`src/rtl/uart_seq_pkg.sv`:
```
// Shared encodings for the UART channel sequencer: instruction codes, FSM states, channel ids.
package uart_seq_pkg;

    localparam logic [2:0] UART_NOP   = 3'b000;
    localparam logic [2:0] UART_TELL  = 3'b001;
    localparam logic [2:0] UART_READ  = 3'b010;
    localparam logic [2:0] UART_WRITE = 3'b011;

    localparam logic UART_CH_A = 1'b0;
    localparam logic UART_CH_B = 1'b1;

    typedef enum logic [1:0] {
        ST_IDLE    = 2'd0,
        ST_SEND    = 2'd1,
        ST_WAIT_RX = 2'd2,
        ST_DONE    = 2'd3
    } seq_state_e;

endpackage

```
`src/rtl/uart_seq_timer.sv`:
```
// Load/count/expire cycle counter bounding how long one command may wait on the UART cores.
module uart_seq_timer #(
    parameter int LIMIT = 1024
) (
    input  logic clk,
    input  logic rst,
    input  logic load_i,
    input  logic en_i,
    output logic expired_o
);

    localparam int W = $clog2(LIMIT + 1);

    logic [W-1:0] cnt_q, cnt_d;

    always_comb begin
        cnt_d = cnt_q;
        if (load_i) begin
            cnt_d = '0;
        end else if (en_i && !expired_o) begin
            cnt_d = cnt_q + W'(1);
        end
    end

    always_ff @(posedge clk) begin
        if (rst) begin
            cnt_q <= '0;
        end else begin
            cnt_q <= cnt_d;
        end
    end

    // The current cycle is the LIMIT-th one spent waiting.
    assign expired_o = en_i && (cnt_q == W'(LIMIT - 1));

endmodule

```
`src/rtl/uart_channel_sequencer.sv`:
```
// Runs one decoded UART instruction on channel A or B and returns a single response.
// Optional per-command timeout is compiled in with UART_SEQ_TIMEOUT_EN.
module uart_channel_sequencer
    import uart_seq_pkg::*;
#(
    parameter int TIMEOUT_CYCLES = 1024
) (
    input  logic        clk,
    input  logic        rst,
    input  logic        cmd_valid,
    output logic        cmd_ready,
    input  logic        cmd_channel,
    input  logic [2:0]  cmd_instr,
    input  logic [7:0]  cmd_code,
    input  logic [7:0]  cmd_wdata,
    output logic [1:0]  tx_valid,
    output logic [15:0] tx_data,
    input  logic [1:0]  tx_ready,
    input  logic [1:0]  rx_valid,
    input  logic [15:0] rx_data,
    output logic        rsp_valid,
    output logic [7:0]  rsp_data,
    output logic        rsp_err,
    output logic        busy
);

    seq_state_e state_q, state_d;
    logic       ch_q, ch_d;
    logic       is_read_q, is_read_d;
    logic [7:0] byte_q, byte_d;
    logic [7:0] rsp_data_q, rsp_data_d;
    logic       rsp_err_q, rsp_err_d;
    logic       timer_load;
    logic       timeout_hit;
    logic       tx_hit, rx_hit;
    logic [7:0] rx_byte;

    assign tx_hit  = tx_ready[ch_q];
    assign rx_hit  = rx_valid[ch_q];
    assign rx_byte = (ch_q == UART_CH_B) ? rx_data[15:8] : rx_data[7:0];

    always_comb begin
        state_d    = state_q;
        ch_d       = ch_q;
        is_read_d  = is_read_q;
        byte_d     = byte_q;
        rsp_data_d = rsp_data_q;
        rsp_err_d  = rsp_err_q;
        timer_load = 1'b0;
        case (state_q)
            ST_IDLE: begin
                if (cmd_valid) begin
                    ch_d      = cmd_channel;
                    is_read_d = (cmd_instr == UART_READ);
                    byte_d    = (cmd_instr == UART_WRITE) ? cmd_wdata : cmd_code;
                    case (cmd_instr)
                        UART_TELL, UART_READ, UART_WRITE: begin
                            state_d    = ST_SEND;
                            timer_load = 1'b1;
                        end
                        default: begin
                            state_d    = ST_DONE;
                            rsp_data_d = 8'h00;
                            rsp_err_d  = 1'b0;
                        end
                    endcase
                end
            end
            ST_SEND: begin
                // A handshake in the expiry cycle still counts as success.
                if (tx_hit) begin
                    if (is_read_q) begin
                        state_d = ST_WAIT_RX;
                    end else begin
                        state_d    = ST_DONE;
                        rsp_data_d = 8'h00;
                        rsp_err_d  = 1'b0;
                    end
                end else if (timeout_hit) begin
                    state_d    = ST_DONE;
                    rsp_data_d = 8'h00;
                    rsp_err_d  = 1'b1;
                end
            end
            ST_WAIT_RX: begin
                if (rx_hit) begin
                    state_d    = ST_DONE;
                    rsp_data_d = rx_byte;
                    rsp_err_d  = 1'b0;
                end else if (timeout_hit) begin
                    state_d    = ST_DONE;
                    rsp_data_d = 8'h00;
                    rsp_err_d  = 1'b1;
                end
            end
            ST_DONE: state_d = ST_IDLE;
            default: state_d = ST_IDLE;
        endcase
    end

    always_ff @(posedge clk) begin
        if (rst) begin
            state_q    <= ST_IDLE;
            ch_q       <= UART_CH_A;
            is_read_q  <= 1'b0;
            byte_q     <= 8'h00;
            rsp_data_q <= 8'h00;
            rsp_err_q  <= 1'b0;
        end else begin
            state_q    <= state_d;
            ch_q       <= ch_d;
            is_read_q  <= is_read_d;
            byte_q     <= byte_d;
            rsp_data_q <= rsp_data_d;
            rsp_err_q  <= rsp_err_d;
        end
    end

`ifdef UART_SEQ_TIMEOUT_EN
    logic timer_en;
    assign timer_en = (state_q == ST_SEND) || (state_q == ST_WAIT_RX);

    uart_seq_timer #(
        .LIMIT(TIMEOUT_CYCLES)
    ) u_timer (
        .clk      (clk),
        .rst      (rst),
        .load_i   (timer_load),
        .en_i     (timer_en),
        .expired_o(timeout_hit)
    );

    assign rsp_err = rsp_err_q;
`else
    logic unused_timeout_cfg;
    assign timeout_hit        = 1'b0;
    assign rsp_err            = 1'b0;
    assign unused_timeout_cfg = rsp_err_q | timer_load | (TIMEOUT_CYCLES == 0);
`endif

    // Only the selected channel carries the byte; the other lane stays zero.
    always_comb begin
        tx_valid = 2'b00;
        tx_data  = 16'h0000;
        if (state_q == ST_SEND) begin
            if (ch_q == UART_CH_B) begin
                tx_valid = 2'b10;
                tx_data  = {byte_q, 8'h00};
            end else begin
                tx_valid = 2'b01;
                tx_data  = {8'h00, byte_q};
            end
        end
    end

    assign cmd_ready = (state_q == ST_IDLE) && !rst;
    assign rsp_valid = (state_q == ST_DONE);
    assign rsp_data  = rsp_data_q;
    assign busy      = (state_q != ST_IDLE);

endmodule

```
`config.mk`:
```
export PLATFORM = sky130hd
export DESIGN_NAME = uart_channel_sequencer
export DESIGN_NICKNAME = d
export VERILOG_FILES = /design/src/rtl/uart_seq_pkg.sv /design/src/rtl/uart_seq_timer.sv /design/src/rtl/uart_channel_sequencer.sv
export SDC_FILE = /design/constraint.sdc
export NUM_CORES = 1
export LEC_CHECK = 0
export ABC_AREA = 0
export BUFFER_PORTS_ARGS = -buffer_cell sky130_fd_sc_hd__buf_2
export CAP_MARGIN = 20
export CELL_PAD_IN_SITES_DETAIL_PLACEMENT = 0
export CELL_PAD_IN_SITES_GLOBAL_PLACEMENT = 2
export CORE_MARGIN = 5
export CORE_UTILIZATION = 23
export CTS_CLUSTER_DIAMETER = 50
export DETAILED_ROUTE_END_ITERATION = 8
export HOLD_SLACK_MARGIN = 0.15
export PLACE_DENSITY_LB_ADDON = 0.1
export RECOVER_POWER = 50
export SLEW_MARGIN = 15
export SYNTH_ARGS = -nofsm -noshare
export SYNTH_HDL_FRONTEND = slang
export SYNTH_SLANG_ARGS = --single-unit
export TNS_END_PERCENT = 5
```
`constraint.sdc`:
```
create_clock -name clk -period 2.2 [get_ports clk]
set_clock_uncertainty 0.15 [all_clocks]
set_input_delay 0.11 -clock clk [delete_from_list [all_inputs] [get_ports clk]]
set_output_delay 0.11 -clock clk [all_outputs]
set_load 0.005 [all_outputs]
```
==> qor.csv, run 1 <==
metric,value,unit
start_util,23.23,%
hold_class,in -> reg,
layout_commonest_cell,buf_2,
tightest_slew,0.6024,ns
power,1.633,mW
slew_headroom,59.84,%
required,1.94,ns
period_needed,2.041,ns
root_buffer,clkbuf_8,
worstReg2RegStart,state_q[0],
synth_area_leaders,"dfxtp_1 (32%), mux2i_1 (14%), mux2_2 (7.1%)",
n_antenna_cell,0,
wl,4010,um
synth_edf_count,0,
outcome,"finished, final reports clean",
switchingPower,0.6378,mW
layout.cells.non_filler,317,
powerDensity,779.7,nW/um2
syn_area_per_cell,8.899,um2
cts_setup_buffers,0,
seq_power_share,30.0,%
clkLatencyLatePin,0.26,ns
synth_warnings,0,
syn_area,1264,um2
hold_violations,0,
first_global_vias,1417,
final_cell_mix,"buf_2 (58), dlygate4sd3_1 (37), dfxtp_1 (20), mux2i_1 (18), clkbuf_1 (13)",
async_reset_ff_share,0,%
cts.clk_slew.worst_paths,0.08,ns
ioPinCount,73,
nets,294,
final_max_slew_viol_count,0,
area_growth,65.74,%
timing_worst_setup_path_type,reg -> out,
drive_gt1_share,32.65,%
grt_pass1_wl,6575,um
fin_setup_tns,0,ns
path_max_fanout,13,
cts_made_buffers,3,
ys_ff_latch,20,
setup_viol,0,
p_comb_share,52.3,%
r2r_end,is_read_q,
synth_area_leader_cell,dfxtp_1,
die_h,84.13,um
core,5439,um2
drv_cap,0,
crit_path_start_kind,flop,
antenna_left,0,
overflow,0,
crit_start,state_q[1],
cts_tree,done,
rr_worst_depth,7,
fin_hold_ws,0.2213,ns
drtIter0Drc,26,
synth_ff_type,dfxtp_1,
critPathSlowestCell,nor2b_2,
p_clk_share,17.7,%
end_kind,output port,
synthCells,142,
cp_cell_sequence,inv_1 > ha_2 > nor2b_2 > and2_1 > buf_2,
ys_types,27,
dr.pass1.iters,4,
swShare,39.05,%
gp_congestion,0.7157,
drc,0,
fin_util,38.51,%
r2r_slack,0.17,ns
wl_per_cell,12.65,um
rsz0062_at_grt,no,
worstSetupEndpoint,tx_data[1],
fin_crit_sh,92.79,%
grt_max_degree,24,
cts_sinks,20,
cts_max_level,1,
die_w,84.13,um
fmax,489.8,MHz
cp.arrival,1.78,ns
num_vias,1369,
p_leak,1.009,nW
synth_nets,190,
peakVddDrop,0.0003136,V
grtUsageTotal,11.23,%
clockBufferDepth,2,
dp_cells,276,
portBuffers,71,
hpwl,2933,um
p_int,0.9953,mW
rows,27,
ys_seq_area_share,31.68,%
routed_via_density,4.319,
die_area,7077,um2
slowest_delay,0.39,ns
synth.top_cell.area_share,31.68,%
antenna_found_initial,0,
-- power groups by stage --
stage / logic [mW] / clock network (mW) / registers, mW
global placement: 0.778 / 0 / 0.499
finish: 0.854 / 0.289 / 0.490
detailed placement: 0.791 / 0 / 0.499
CTS: 0.869 / 0.306 / 0.491
global route: 0.939 / 0.320 / 0.504
floorplan: 0.574 / 0 / 0.487
-- timing repair --
action                                  in CTS  in global routing
gates resized for setup                      2                  1
hold buffers                                37                  0
endpoints found under the hold margin       18                  0
endpoints found under the setup margin       9                  1
gates cloned                                 0                  0
-- flip-flops by register name (all words and copies together), names as in the netlist --
| signal | cells |
|---|---|
| byte_q | 8 |
| rsp_data | 8 |
| state_q | 2 |
| ch_q | 1 |
| is_read_q | 1 |
-- routing by layer --
metal / up-vias / GRT usage, % / routed length, um
met3: 5 / 3.159 / 270
met2: 45 / 19.08 / 1914
li1: 694 / - / -
met1: 625 / 13.68 / 1777
met4: 0 / 3.509 / 46
met5: - / 0 / 0
-- worst min-delay path by stage --
| stage | end | cells past startpoint | from |
|---|---|---|---|
| 6_report | state_q[1] | 4 | rx_valid[0] |
| 3_5_place_dp | ch_q | 3 | cmd_channel |
| 4_1_cts | state_q[1] | 4 | rx_valid[0] |
| 5_1_grt | state_q[1] | 4 | rx_valid[0] |
| 3_3_place_gp | ch_q | 3 | cmd_channel |
| 2_1_floorplan | ch_q | 2 | cmd_channel |
-- worst max-delay path: cells and delay by family, from the launching register on --
family | cells | cell delay (ns)
fa+ha+maj | 1 | 0.35
buf+inv | 2 | 0.24
flops | 1 | 0.34
simple gates | 2 | 0.58
-- area by class of cell --
type | instances | area, um2
inverters | 4 | 15.01
multi-input cells | 107 | 809.5
clock buffers | 4 | 55.05
flip-flops and latches | 20 | 400.4
repair buffers | 110 | 724.4
well taps | 72 | 90.09
fillers | 548 | 3344
-- Yosys cell counts (all sizes together), types with 5 or more instances --
cell type / number
mux2i: 18
nor2: 12
clkbuf: 5
dfxtp: 20
and3: 8
a211oi: 11
and2: 10
mux2: 8
nand2: 12
buf: 6
nand2b: 8
ha: 5
-- logic make-up (layout without fill, tap and decap cells) --
group / count (synthesis) / after routing / synth area share [%]
multiplexers: 26 / 26 / 21.39
AND/OR/NAND/NOR: 55 / 55 / 23.66
flip-flops: 20 / 20 / 31.68
adder cells (fa/ha/maj): 5 / 5 / 4.950
AO/OA/AOI/OAI: 20 / 20 / 12.87
other: 1 / 1 / 0.2967
buffers and inverters: 15 / 118 / 5.148
-- stage by stage --
stage,worst slack [ns],area (um2)
CTS,0.1347,2105
floorplan,0.5698,1264
finish,0.1585,2095
detailed placement,0.1511,1674
global route,0.03294,2095
global placement,0.2501,1674
(Power assumes the default switching activity.)
==> run 2, diff against run 1 <==
CORE_UTILIZATION = 22   (was 23)
CTS_BUF_LIST = sky130_fd_sc_hd__clkbuf_2   (was not set)
clock period = 1.71 ns   (was 2.2 ns; I/O delays follow)
==> run 2 against run 1 <==
  * The run now ends with setup timing left
  * Worst hold slack got worse by 0.014 ns
  * Via count increased by 1.4%
  * Core utilization increased by 2.3 points
  * Global-route usage increased by 0.22 points
  * Die area increased by 4.0%
  * Sequential power increased by 31%
  * Cell area increased by 7.8%
  * Clock-buffer cell count decreased by 1
  * Power increased by 36%
  * Clock power decreased by 31%
  * Critical endpoint is now tx_data[3]
==> qor.csv, run 2 (synthesis gave the netlist of run 1 again) <==
metric,value,unit
outcome,"finished, violations left",
violations,setup timing,
cts_max_level,1,
clkLatencyLatePin,0.31,ns
drtIter0Drc,21,
p_leak,1.122,nW
drv_cap,0,
hpwl,3018,um
met1_usage,13.03,%
antenna_found_initial,0,
ioPinCount,73,
required,1.47,ns
hold_class,in -> reg,
cts.clk_slew.worst_paths,0.20,ns
power,2.214,mW
setup_viol,6,
dpl_cell_area,1739,um2
root_buffer,clkbuf_2,
area_growth,78.71,%
clockBufferDepth,2,
fill_cells,569,
powerDensity,980.3,nW/um2
fin_crit_sh,100.8,%
core,5540,um2
peakVddDrop,0.0003526,V
setup_slack,-0.01405,ns
grtUsageMet2,21.54,%
hp-start,tx_ready[0],
drive_gt1_share,41.86,%
fmax,580.0,MHz
rsz0062_at_grt,yes,
crit_path_start_kind,flop,
die_w,85.79,um
r2r_slack,0.01,ns
final_cell_mix,"buf_2 (65), dlygate4sd3_1 (40), mux2i_1 (18), dfxtp_1 (18)",
nets,308,
rows,27,
hold_violations,0,
portBuffers,71,
layout_commonest_cell,buf_2,
grt_max_degree,22,
path_max_fanout,6,
dpl_worst_slack,-0.01420,ns
dr.pass1.iters,4,
wl,4226,um
start_util,22.81,%
rr_worst_depth,6,
drc,0,
slew_headroom,63.99,%
grtUsageTotal,11.45,%
cts_made_buffers,3,
r2r_end,rsp_data[7],
first_global_vias,1485,
cts_tree,done,
met3_usage,3.170,%
tightest_slew,0.5385,ns
cp.arrival,1.49,ns
die_area,7360,um2
end_kind,output port,
min_to,state_q[0],
routed_via_density,4.206,
worstHoldPathCells,5,
cts_sinks,20,
fin_util,40.76,%
period_needed,1.724,ns
worstReg2RegStart,state_q[1],
timing_worst_setup_path_type,reg -> out,
num_vias,1388,
wl_per_cell,12.81,um
overflow,0,
die_h,85.79,um
grt_busiest_layer,met2,
n_antenna_cell,0,
final_max_slew_viol_count,0,
grt_pass1_wl,6782,um
postLayoutCellArea,2258,um2
antenna_left,0,
gp_congestion,0.7976,
## run 2: changes by cell type in the layout (fill, tap and decap cells not counted), moves of 4 or more
| cell | before | now |
|---|---|---|
| clkbuf_1 | 13 | 2 |
| buf_2 | 58 | 65 |
| buf_4 | 2 | 9 |
| buf_6 | 0 | 6 |
| and2_1 | 10 | 6 |
| and2_4 | 0 | 4 |
| clkbuf_8 | 4 | 0 |
## run 2: routing by layer
layer / vias to the layer above / part of all wire [%] / routed length (um)
li1: 724 / - / -
met1: 617 / 43 / 1825
met2: 45 / 50 / 2123
met3: 2 / 6.0 / 253
met4: 0 / 0.54 / 23
met5: - / 0 / 0
## run 2: repair_timing
item | in CTS | in global routing
hold buffers | 40 | 0
gates resized for setup | 14 | 6
buffers inserted | 1 | 3
pin swaps | 7 | 2
setup endpoints to repair | 27 | 29
endpoints found under the hold margin | 20 | 0
cloned | 1 | 0
## run 2: power by group
part	switching, mW	internal, mW
sequential	0.0732	0.569
combinational	0.643	0.729
clock	0.152	0.0478
total	0.868	1.35
## run 2: stage by stage
stage / TNS [ns] / instances / hold slack, ns
2_1_floorplan: 0 / 142 / 0.07150
4_1_cts: -0.4788 / 327 / 0.1863
5_1_grt: -2.144 / 330 / 0.2025
6_report: -0.04539 / 330 / 0.2071
3_5_place_dp: -0.07096 / 283 / 0.2001
3_3_place_gp: 0 / 283 / 0.1982
## run 2: critical path, stage by stage, from the launching register on
cell and delay [ns]:
dfxtp_2 0.38, inv_4 0.07, ha_4 0.16, buf_6 0.12, nor2b_4 0.19, and2_1 0.15
buf_2 0.11
## run 2: how the worst max path moves through the flow
stage,startpoint,end
after global routing,state_q[1],tx_data[3]
after detailed placement,state_q[0],rsp_data[0]
final,state_q[1],tx_data[3]
after CTS,state_q[1],tx_data[3]
after global placement,state_q[1],rsp_data[3]
after floorplan,state_q[0],rsp_data[0]
## run 2: final cells by class
class,instances,area [um2],area share [%]
tap,72,90.09,3.989
clock buffer,3,15.01,0.6648
sequential,20,402.9,17.84
inverter,4,17.52,0.7756
multi-input combinational,108,844.6,37.40
timing repair buffer,123,888.4,39.34
==> run 3, diff against run 2 <==
REMOVE_ABC_BUFFERS = 1   (was not set)
==> run 3 against run 2 <==
  * The run still ends with setup timing left
  * Critical path depth increased by 1
  * Register-to-register slack got worse by 0.02 ns
  * Fmax about the same
  * Cell area increased by 0.72%
  * Sequential share of layout area about the same
  * Worst setup slack got worse by 0.00069 ns
  * Via count about the same
  * Largest cell class is now multi-input combinational cells
==> qor.csv, run 3 (synthesis gave the netlist of run 1 again) <==
metric,value,unit
rows,27,
worstReg2RegStart,state_q[0],
antenna_left,0,
nets,309,
p_leak,1.116,nW
core,5540,um2
root_buffer,clkbuf_2,
cts_sinks,20,
rr_worst_depth,7,
violations,setup timing,
dr.pass1.iters,4,
required,1.82,ns
cts.clk_slew.worst_paths,0.20,ns
crit_path_start_kind,flop,
area_growth,80.00,%
drive_gt1_share,39.62,%
timing_worst_setup_path_type,reg -> reg,
fin_hold_ws,0.3021,ns
fmax,579.8,MHz
switchingPower,0.9089,mW
swShare,37.98,%
period_needed,1.725,ns
ioPinCount,73,
p_clk_share,15.1,%
grt_pass1_wl,6975,um
grtUsageTotal,11.81,%
fill_cells,569,
routed_via_density,4.184,
cp.arrival,1.84,ns
drtIter0Drc,25,
overflow,0,
end_kind,flop,
wl_per_cell,12.98,um
outcome,"finished, violations left",
seq_power_share,27.1,%
antenna_found_initial,0,
power,2.393,mW
first_global_vias,1462,
fin_crit_sh,100.9,%
setup_viol,1,
dpl_worst_slack,0.01811,ns
grt_max_degree,21,
hpwl,3056,um
portBuffers,71,
layout_commonest_cell,buf_2,
wl,4308,um
hold_class,in -> reg,
cts_max_level,1,
n_antenna_cell,0,
peakVddDrop,0.0006763,V
die_w,85.79,um
r2r_slack,-0.01,ns
crit_start,state_q[0],
hold_violations,0,
fin_util,41.06,%
num_vias,1389,
die_h,85.79,um
die_area,7360,um2
rsz0062_at_grt,yes,
clkLatencyLatePin,0.32,ns
drc,0,
fin_setup_tns,-0.01474,ns
start_util,22.81,%
worstSetupEndpoint,state_q[0],
powerDensity,1052,nW/um2
gp_congestion,0.7281,
cts_tree,done,
final_cell_mix,"buf_2 (65), dlygate4sd3_1 (40), mux2i_1 (18), dfxtp_1 (18)",
path_max_fanout,5,
final_max_slew_viol_count,0,
p_comb_share,57.7,%
drv_cap,0,
p_int,1.484,mW
clockBufferDepth,2,
r2r_end,state_q[0],
setup_slack,-0.01474,ns
cts_made_buffers,3,
-- run 3: cell types whose count changed in the layout (fill, tap and decap cells not counted), sizes merged --
cell	previous run	this run
bufinv	0	1
buf	81	78
clkbuf	5	9
-- run 3: area by class of cell --
type                       count  area, um2  share of cell area [%]
clock inverter                 1      30.03                   1.320
clock buffer                   3      15.01                  0.6601
tap                           72      90.09                   3.960
timing repair buffer         124      857.1                   37.68
inverter                       4      17.52                  0.7701
sequential                    20      405.4                   17.82
multi-input combinational    108      859.6                   37.79
-- run 3: power by group through the flow --
stage | logic, mW | clock network [mW] | registers [mW]
2_1_floorplan | 0.686 | 0 | 0.639
3_3_place_gp | 1.10 | 0 | 0.634
3_5_place_dp | 1.10 | 0 | 0.638
4_1_cts | 1.30 | 0.380 | 0.643
5_1_grt | 1.51 | 0.400 | 0.665
6_report | 1.38 | 0.362 | 0.649
-- run 3: worst min path at each step --
| stage | startpoint | end | slack [ns] | depth (start not counted) |
|---|---|---|---|---|
| floorplan | rst | ch_q | 0.005 | 1 |
| global placement | cmd_channel | ch_q | 0.20 | 3 |
| detailed placement | cmd_channel | ch_q | 0.20 | 3 |
| CTS | tx_ready[0] | rsp_data[4] | 0.22 | 5 |
| global route | tx_ready[0] | state_q[1] | 0.28 | 5 |
| finish | tx_ready[0] | state_q[1] | 0.30 | 5 |
-- run 3: layer usage --
metal | share of wire [%] | global-route usage (%)
met3 | 6.2 | 3.074
met2 | 49 | 21.40
met1 | 44 | 14.08
met4 | 0.51 | 2.158
met5 | 0 | 0
-- run 3: critical path, cell delays in order, from the launching register on --
cell and delay (ns):
dfxtp_4 0.41, inv_1 0.08, ha_1 0.27, inv_1 0.13, a2bb2oi_4 0.18, buf_4 0.15, a31o_2 0.19, a21oi_1 0.11
-- run 3: stage by stage --
step                      area [um2]  instances
after detailed placement        1727        283
after global placement          1727        283
after floorplan                 1214        131
after global routing            2275        332
after CTS                       2235        331
final                           2275        332
-- run 3: repair_timing --
item / in CTS / in global routing
pin swaps: 8 / 4
buffers inserted: 3 / 1
resized for setup: 10 / 7
gates cloned: 2 / 0
hold buffers: 40 / 0
endpoints found under the setup margin: 23 / 28
hold endpoints to repair: 20 / 0
